## src/rtl/uart_pkg.sv

```systemverilog
`default_nettype none
// ============================================================================
//  Module      : uart_pkg
//  Description : Shared UART definitions for uart_rx and uart_tx: frame
//                state encodings and the clocks-per-bit derivation.
//  Revision    : 1.0 - initial release
// ============================================================================
package uart_pkg;

    // Frame-level states, 3-bit encoding shared by receiver and transmitter.
    typedef enum logic [2:0] {
        ST_IDLE  = 3'd0,
        ST_START = 3'd1,
        ST_DATA  = 3'd2,
        ST_CHECK = 3'd3,
        ST_STOP  = 3'd4
    } uart_state_t;

    // Width of the per-bit baud counter; clocks-per-bit must fit below 2^16.
    localparam int unsigned C_BAUD_CNT_W = 16;

    // Clocks per line bit (BAUD_CNT_MAX).
    function automatic int unsigned baud_cnt_max(input int unsigned clk_freq,
                                                 input int unsigned baud_rate);
        return clk_freq / baud_rate;
    endfunction

endpackage
`default_nettype wire

```

## src/rtl/uart_rx_sync.sv

```systemverilog
`default_nettype none
// ============================================================================
//  Module      : uart_rx_sync
//  Description : Two-flop synchronizer for the asynchronous rx line followed
//                by a falling-edge detector. All flops reset to the idle-high
//                line level so reset never fabricates a start edge.
//  Ports       : clk      - system clock
//                rst      - asynchronous active-high reset
//                rx       - raw asynchronous serial input
//                rx_sync  - synchronized line level
//                rx_fall  - one-cycle pulse on a synchronized high->low edge
//  Revision    : 1.0 - initial release
// ============================================================================
module uart_rx_sync (
    input  logic clk,
    input  logic rst,
    input  logic rx,
    output logic rx_sync,
    output logic rx_fall
);

    logic r_meta;
    logic r_sync;
    logic r_prev;

    always_ff @(posedge clk or posedge rst) begin
        if (rst) begin
            r_meta <= 1'b1;
            r_sync <= 1'b1;
            r_prev <= 1'b1;
        end else begin
            r_meta <= rx;
            r_sync <= r_meta;
            r_prev <= r_sync;
        end
    end

    assign rx_sync = r_sync;
    assign rx_fall = r_prev & ~r_sync;

endmodule
`default_nettype wire

```

## src/rtl/uart_rx.sv

```systemverilog
`default_nettype none
// ============================================================================
//  Module      : uart_rx
//  Description : UART receiver. Samples each bit at mid-bit, supports 5..8
//                data bits, optional even/odd parity and 1..2 stop bits.
//                Returns to IDLE at the mid-point of the final stop bit so
//                back-to-back frames are accepted.
//  Ports       : clk        - system clock, rising edge
//                rst        - asynchronous active-high reset
//                rx         - asynchronous serial line, idle high
//                rx_data    - received word, unused upper bits read 0
//                rx_valid   - one-cycle pulse per completed frame
//                parity_err - parity mismatch on the flagged frame
//                frame_err  - a stop bit sampled low on the flagged frame
//  Revision    : 1.0 - initial release
// ============================================================================
module uart_rx
    import uart_pkg::*;
#(
    parameter int unsigned CLK_FREQ   = 100_000_000,
    parameter int unsigned BAUD_RATE  = 9600,
    parameter int unsigned DATA_BIT   = 8,
    parameter int unsigned STOP_BIT   = 1,
    parameter int unsigned CHECK_BIT  = 0,
    parameter              CHECK_MODE = "EVEN"
) (
    input  logic       clk,
    input  logic       rst,
    input  logic       rx,
    output logic [7:0] rx_data,
    output logic       rx_valid,
    output logic       parity_err,
    output logic       frame_err
);

    localparam int unsigned            c_baud_cnt_max = baud_cnt_max(CLK_FREQ, BAUD_RATE);
    localparam logic [C_BAUD_CNT_W-1:0] c_cnt_mid     = C_BAUD_CNT_W'(c_baud_cnt_max / 2);
    localparam logic [C_BAUD_CNT_W-1:0] c_cnt_last    = C_BAUD_CNT_W'(c_baud_cnt_max - 1);
    localparam logic [2:0]             c_bit_last     = 3'(DATA_BIT - 1);
    localparam logic                   c_stop_last    = 1'(STOP_BIT - 1);
    localparam logic                   c_odd          = (CHECK_MODE == "ODD");
    localparam logic                   c_has_parity   = (CHECK_BIT != 0);

    logic w_rx_sync;
    logic w_rx_fall;
    logic w_par_exp;

    uart_state_t             r_state;
    logic [C_BAUD_CNT_W-1:0] r_cnt;
    logic [2:0]              r_bit_cnt;
    logic                    r_stop_cnt;
    logic [7:0]              r_shift;
    logic                    r_perr;
    logic                    r_ferr;

    uart_rx_sync u_sync (
        .clk     (clk),
        .rst     (rst),
        .rx      (rx),
        .rx_sync (w_rx_sync),
        .rx_fall (w_rx_fall)
    );

    // Upper shift bits are cleared at frame start, so reducing over all eight
    // bits equals reducing over the DATA_BIT received bits.
    assign w_par_exp = c_odd ? ~^r_shift : ^r_shift;

    always_ff @(posedge clk or posedge rst) begin
        if (rst) begin
            r_state    <= ST_IDLE;
            r_cnt      <= '0;
            r_bit_cnt  <= '0;
            r_stop_cnt <= 1'b0;
            r_shift    <= '0;
            r_perr     <= 1'b0;
            r_ferr     <= 1'b0;
            rx_data    <= '0;
            rx_valid   <= 1'b0;
            parity_err <= 1'b0;
            frame_err  <= 1'b0;
        end else begin
            rx_valid <= 1'b0;
            case (r_state)
                ST_IDLE: begin
                    r_cnt <= '0;
                    if (w_rx_fall) begin
                        r_state    <= ST_START;
                        r_bit_cnt  <= '0;
                        r_stop_cnt <= 1'b0;
                        r_shift    <= '0;
                        r_perr     <= 1'b0;
                        r_ferr     <= 1'b0;
                    end
                end
                ST_START: begin
                    if (r_cnt == c_cnt_mid && w_rx_sync) begin
                        // Start bit not low at mid-bit: treat as a glitch.
                        r_state <= ST_IDLE;
                        r_cnt   <= '0;
                    end else if (r_cnt == c_cnt_last) begin
                        r_state <= ST_DATA;
                        r_cnt   <= '0;
                    end else begin
                        r_cnt <= r_cnt + 1'b1;
                    end
                end
                ST_DATA: begin
                    if (r_cnt == c_cnt_mid) begin
                        r_shift[r_bit_cnt] <= w_rx_sync;
                    end
                    if (r_cnt == c_cnt_last) begin
                        r_cnt <= '0;
                        if (r_bit_cnt == c_bit_last) begin
                            r_bit_cnt <= '0;
                            r_state   <= c_has_parity ? ST_CHECK : ST_STOP;
                        end else begin
                            r_bit_cnt <= r_bit_cnt + 1'b1;
                        end
                    end else begin
                        r_cnt <= r_cnt + 1'b1;
                    end
                end
                ST_CHECK: begin
                    if (r_cnt == c_cnt_mid) begin
                        r_perr <= w_rx_sync ^ w_par_exp;
                    end
                    if (r_cnt == c_cnt_last) begin
                        r_state <= ST_STOP;
                        r_cnt   <= '0;
                    end else begin
                        r_cnt <= r_cnt + 1'b1;
                    end
                end
                ST_STOP: begin
                    if (r_cnt == c_cnt_mid) begin
                        if (r_stop_cnt == c_stop_last) begin
                            // Frame complete: publish results and rearm for the
                            // next start edge during the rest of this stop bit.
                            r_state    <= ST_IDLE;
                            r_cnt      <= '0;
                            rx_valid   <= 1'b1;
                            rx_data    <= r_shift;
                            parity_err <= c_has_parity & r_perr;
                            frame_err  <= r_ferr | ~w_rx_sync;
                        end else begin
                            r_ferr <= r_ferr | ~w_rx_sync;
                            r_cnt  <= r_cnt + 1'b1;
                        end
                    end else if (r_cnt == c_cnt_last) begin
                        r_stop_cnt <= r_stop_cnt + 1'b1;
                        r_cnt      <= '0;
                    end else begin
                        r_cnt <= r_cnt + 1'b1;
                    end
                end
                default: begin
                    r_state <= ST_IDLE;
                    r_cnt   <= '0;
                end
            endcase
        end
    end

endmodule
`default_nettype wire
```

## config.mk

```make
export PLATFORM = sky130hd
export DESIGN_NAME = uart_rx
export DESIGN_NICKNAME = d
export VERILOG_FILES = /design/src/rtl/uart_pkg.sv /design/src/rtl/uart_rx_sync.sv /design/src/rtl/uart_rx.sv
export SDC_FILE = /design/constraint.sdc
export NUM_CORES = 1
export LEC_CHECK = 0
export CAP_MARGIN = 5
export CORE_UTILIZATION = 37
export DETAILED_ROUTE_END_ITERATION = 7
export SLEW_MARGIN = 0
export SYNTH_ARGS = -nofsm -noshare
export SYNTH_HDL_FRONTEND = slang
export SYNTH_SLANG_ARGS = --single-unit
export TNS_END_PERCENT = 50
```

## constraint.sdc

```tcl
create_clock -name clk -period 4.25 [get_ports clk]
set_clock_uncertainty 0.15 [all_clocks]
set_input_delay 0.425 -clock clk [delete_from_list [all_inputs] [get_ports clk]]
set_output_delay 0.425 -clock clk [all_outputs]
set_load 0.005 [all_outputs]
```

## Word level (Yosys, flattened, before mapping)

Cells that the tools add are included.

| word-level totals | value |
|---|---|
| register bits | 45 |
| input bits | 3 |
| output and inout port bits | 11 |

| cells by class | value |
|---|---|
| add/subtract/negate cells | 3 |
| $lt $le $gt $ge | 2 |
| equal/unequal tests | 18 |
| multiplexer cells | 34 |
| bitwise operators | 4 |
| reductions and logical operators | 12 |

Operators by type and width:

| kind | count |
|---|---|
| $mux 16 | 4 |
| $pmux 16 s3 | 1 |
| $mux 3 | 11 |
| $ne 2x2->1 const B | 9 |
| $add 16x1->16 const B | 1 |
| $eq 16x13->1 const B | 1 |
| $eq 16x14->1 const B | 1 |
| $mux 8 | 2 |
| $pmux 8 s2 | 1 |
| $pmux 3 s5 | 1 |
| $mux 1 | 9 |
| $reduce_and 3->1 | 3 |
| $bwmux 8 | 1 |
| $reduce_and 4->1 | 2 |
| $reduce_and 7->1 | 1 |
| $eq 3x2->1 const B | 2 |
| $eq 3x3->1 const B | 2 |
| $pmux 3 s2 | 1 |
| $lt 3x4->1 const B | 1 |
| $pmux 1 s2 | 2 |
| $reduce_bool 2->1 | 2 |
| $add 3x1->3 const B | 1 |
| $demux 1 s3 | 1 |
| $eq 3x1->1 const B | 1 |
| other kinds (10) | 12 |

## Longest topological paths before layout

| depth | value |
|---|---|
| word-level depth | 7 |
| mapped depth | 10 |

## By module

A second synthesis with hierarchy kept.

| second synthesis, totals | value |
|---|---|
| cells, all modules | 208 |
| area total of the unflattened synthesis | 2303.5 µm² |

Modules (own cells, without submodules):

| module | instances | cells each | area each (µm²) | sequential area each (µm²) |
|---|---|---|---|---|
| uart_rx | 1 | 203 | 2207.1 | 1051.0 |
| uart_rx_sync | 1 | 5 | 96.3 | 78.8 |

## Worst setup path before layout

OpenSTA, ideal clock, no wires.

| timing path | value |
|---|---|
| path type | register -> register |
| start | register r_cnt[0] |
| end | register r_shift[0] |
| library setup time | 121 ps |
| data arrival time | 2315 ps |
| data required time | 3979 ps |
| slack | 1664 ps |
| cell stages (with the launch flop) | 10 |
| period minus slack after synthesis | 2586 ps |
| cells stage by stage | dfrtp_1 -> inv_1 -> ha_1 -> or3b_1 -> or4_4 -> buf_6 -> buf_8 -> or4b_4 -> nand3_2 -> o21ai_2 |

| between the ends | value |
|---|---|
| word-level cells in the longest chain between the ends | 3 |

Ends and longest elaborated chain:

| what | line | source |
|---|---|---|
| from (decl) | uart_rx.sv:49 | `logic [C_BAUD_CNT_W-1:0] r_cnt;` |
| from (signal assigned) | uart_rx.sv:104 | `r_cnt <= r_cnt + 1'b1;` |
| from (signal assigned) | uart_rx.sv:120 | `r_cnt <= r_cnt + 1'b1;` |
| from (signal assigned) | uart_rx.sv:131 | `r_cnt <= r_cnt + 1'b1;` |
| $eq 16x13->1 | uart_rx.sv:108 | `if (r_cnt == c_cnt_mid) begin` |
| $ne 2x2->1 (no line) | - |  |
| $reduce_and 3->1 (no line) | - |  |
| to (signal, indexed assignment) | uart_rx.sv:109 | `r_shift[r_bit_cnt] <= w_rx_sync;` |
| to (decl) | uart_rx.sv:52 | `logic [7:0] r_shift;` |

Every way passes these cells.
A chain may end at the register's enable or synchronous reset.

## Worst setup path in the final report

| timing path | value |
|---|---|
| start | register r_cnt[8] |
| end | register rx_data[6] |

| between the ends | value |
|---|---|
| word-level cells in the longest chain between the ends | 2 |

Ends and longest elaborated chain:

| what | line | source |
|---|---|---|
| $eq 16x13->1 | uart_rx.sv:135 | `if (r_cnt == c_cnt_mid) begin` |
| $reduce_and 3->1 (no line) | - |  |
| to (signal assigned) | uart_rx.sv:142 | `rx_data <= r_shift;` |
| to (decl) | uart_rx.sv:30 | `output logic [7:0] rx_data,` |

Every way passes these cells.

==> results.toml <==
[run_status]
outcome = "finished clean"

[clock_network]
cts_root_buffer = "clkbuf_8"
cts_resized = 0
holdBufCountCts = 0
cts.clk_slew.worst_paths_ns = 0.08
clkSinkCount = 45
htreeDepth = 2
cts_tree = "done"
postCtsSetupRepairBufs = 0
clk_latency_ns = 0.29
cts_made_buffers = 5
cts_max_path_buffers = 2

[logic_synthesis]
synth_xor_area_share_pct = 6.108
synth-edff-count = 0
synth_top_area_cell = "dfrtp_1"
postSynthAreaPerCell_um2 = 10.65
synthCells = 202
synth_compound_area_share_pct = 7.039
synthTopCellsByArea = "dfrtp_1, xor2_1, mux2_2, dfstp_2, nor2_1"
syn-cell-area_um2 = 2151
synth-simple-area-share_pct = 23.39
synth_most_common_cell = "dfrtp_1"
ys_ff_latch = 45
synth_ff_type = "dfrtp_1"
synth.area.mux_share_pct = 4.188
yosysWarnings = 0
yosysSeqAreaShare_pct = 52.53
syn_nets = 209
ys_types = 47
ys_async_sr_fraction_pct = 100.0
synth_top_area_share_pct = 48.87
synth_top_family_by_area = "simple AND/OR/NAND/NOR gates"
synth_adder_area_share_pct = 2.327
yosys-top-cells-count = "dfrtp_1, nor2_1, nand2_1"

[global_route]
antenna_found_initial = 0
grt_remaining_overflow = 0
track_usage_pct = 13.68
grt_pass1_wl_um = 6568
grt_max_degree = 46
grt_pass1_vias = 1392

[routing]
vias = 1436
drt-initial-drc-count = 64
dr.pass1.iters = 4
wire_per_inst_um = 12.76
ant_nets = 0
finalWirelength_um = 3637
drc = 0
via_per_inst = 5.039

[sta]
tightest_slew_ns = 0.8994
setup_viol = 0
rsz0062_at_grt = "false"
maxClockFrequency_mhz = 385.8
finalCriticalPeriod_ns = 2.592
hold_viol = 0
slew_viol_final = 0
slew_headroom_pct = 39.96
setup_tns_ns = 0
finalCritPeriodShare_pct = 60.98

[die]
die_h_um = 78.25
core.rowCount = 27
fp.dieArea_um2 = 6122
initial_core_util_pct = 38.82
core_um2 = 5540
io_pins = 14
die_w_um = 78.25

[final_layout]
antenna_cells = 0
finalNetCount = 219
area_growth_pct = 13.32
fin_area_um2 = 2437
drive_above_1_share_pct = 13.62

[critical_path]
endpoint_kind = "flip-flop"
critPathArrivalTime_ns = 2.62
required_ns = 4.28
path_max_fanout = 15
worst_setup_path_start_kind = "flip-flop"
critical_path_class = "flip-flop to flip-flop"

[pwr]
power_leakage_nw = 1.076
p_per_area_nw_per_um2 = 383.2
ir_worst_vdd_mv = 0.2413

[place]
post-dp-hpwl_um = 2496
place.gp.congestion = 0.7842
dpl_cell_area_um2 = 2303
portBuffers = 12

[min_path]
worstHoldPathType = "flip-flop to flip-flop"

[run]
maxCapViolations = 0
[logic make-up after synthesis]
kind of cell    Yosys count
compound gates           23
xor+xnor                 15
fa+ha+maj                 4
buf+inv                  17
flops                    45
mux                       8
other cells               1
simple gates             89
[layout by cell type (no fill, tap or decap), types with 3 or more instances in the layout]
master	instances
a22o_1	3
nor3_1	8
nand3_1	9
o21ai_0	9
and3_1	3
xnor2_1	3
nor4_1	3
nor2_1	18
and4_1	3
nand4_1	4
xor2_1	12
clkbuf_8	5
mux2_2	8
dfrtp_1	42
inv_1	6
or4_1	4
clkdlybuf4s50_1	12
ha_1	4
nand2b_1	4
dfstp_2	3
nand2_1	17
[cell type report]
type                            count  area [um^2]
Multi-Input combinational cell    140        929.6
Clock inverter                      3        65.06
Timing Repair Buffer               13        127.6
Fill cell                         545         3103
Inverter                            7        26.28
Clock buffer                        5        68.82
Tap cell                           72        90.09
Sequential cell                    45         1130
[sequential cells by signal, indices dropped and copies added, names as in the netlist]
register and cells:
u_sync.r_prev 1, frame_err 1, rx_data 8, r_state 3, r_stop_cnt 1, r_bit_cnt 3
u_sync.r_meta 1, r_ferr 1, rx_valid 1, u_sync.rx_sync 1, r_cnt 16, r_shift 8
[where the power goes]
| group | switching, mW | internal (mW) | total, mW | leakage, nW |
|---|---|---|---|---|
| clock network | 0.139 | 0.233 | 0.373 | 0.0681 |
| logic | 0.0484 | 0.0357 | 0.0841 | 0.399 |
| registers | 0.0259 | 0.451 | 0.477 | 0.609 |
| total | 0.214 | 0.721 | 0.934 | 1.08 |
[worst max-delay path: stages, from the launching register on]
cell and delay (ns):
dfrtp_1 0.42, or4_1 0.56, or4_4 0.60, nor3_1 0.17, buf_4 0.22, mux2_2 0.35
[worst paths after layout]
path | startpoint | end | slack [ns] | depth (start not counted)
max | r_cnt[8] | rx_data[6] | 1.66 | 5
min | u_sync.r_meta | u_sync.rx_sync | 0.21 | 0
max reg2reg | r_cnt[8] | rx_data[6] | 1.66 | 5
min reg2reg | u_sync.r_meta | u_sync.rx_sync | 0.21 | 0
max in group asynchronous | rst | r_cnt[2] | 2.90 | 2
min in group asynchronous | rst | rx_data[7] | 0.50 | 2
[stage by stage]
| step | total power [mW] | hold WS [ns] | std cells | worst slack, ns | utilization (%) |
|---|---|---|---|---|---|
| global placement | 0.5681 | 0.1958 | 277 | 1.651 | 41.58 |
| floorplan | 0.5474 | 0.1952 | 202 | 1.664 | - |
| finish | 0.9341 | 0.2104 | 285 | 1.658 | 43.99 |
| CTS | 0.9470 | 0.2116 | 285 | 1.639 | 43.99 |
| global route | 0.9819 | 0.2159 | 285 | 1.479 | 43.99 |
| detailed placement | 0.5705 | 0.1992 | 277 | 1.655 | 41.58 |
[routing by layer]
metal  vias up  part of all wire, %  wire, um  GRT usage (%)
li1        732                    -         -              -
met1       687                   55      1997          19.33
met2        15                   42      1523          20.09
met3         2                  2.6        93          3.837
met4         0                 0.66        24          4.444
met5         -                    0         0              0
Power figures use the tool's default switching activity.
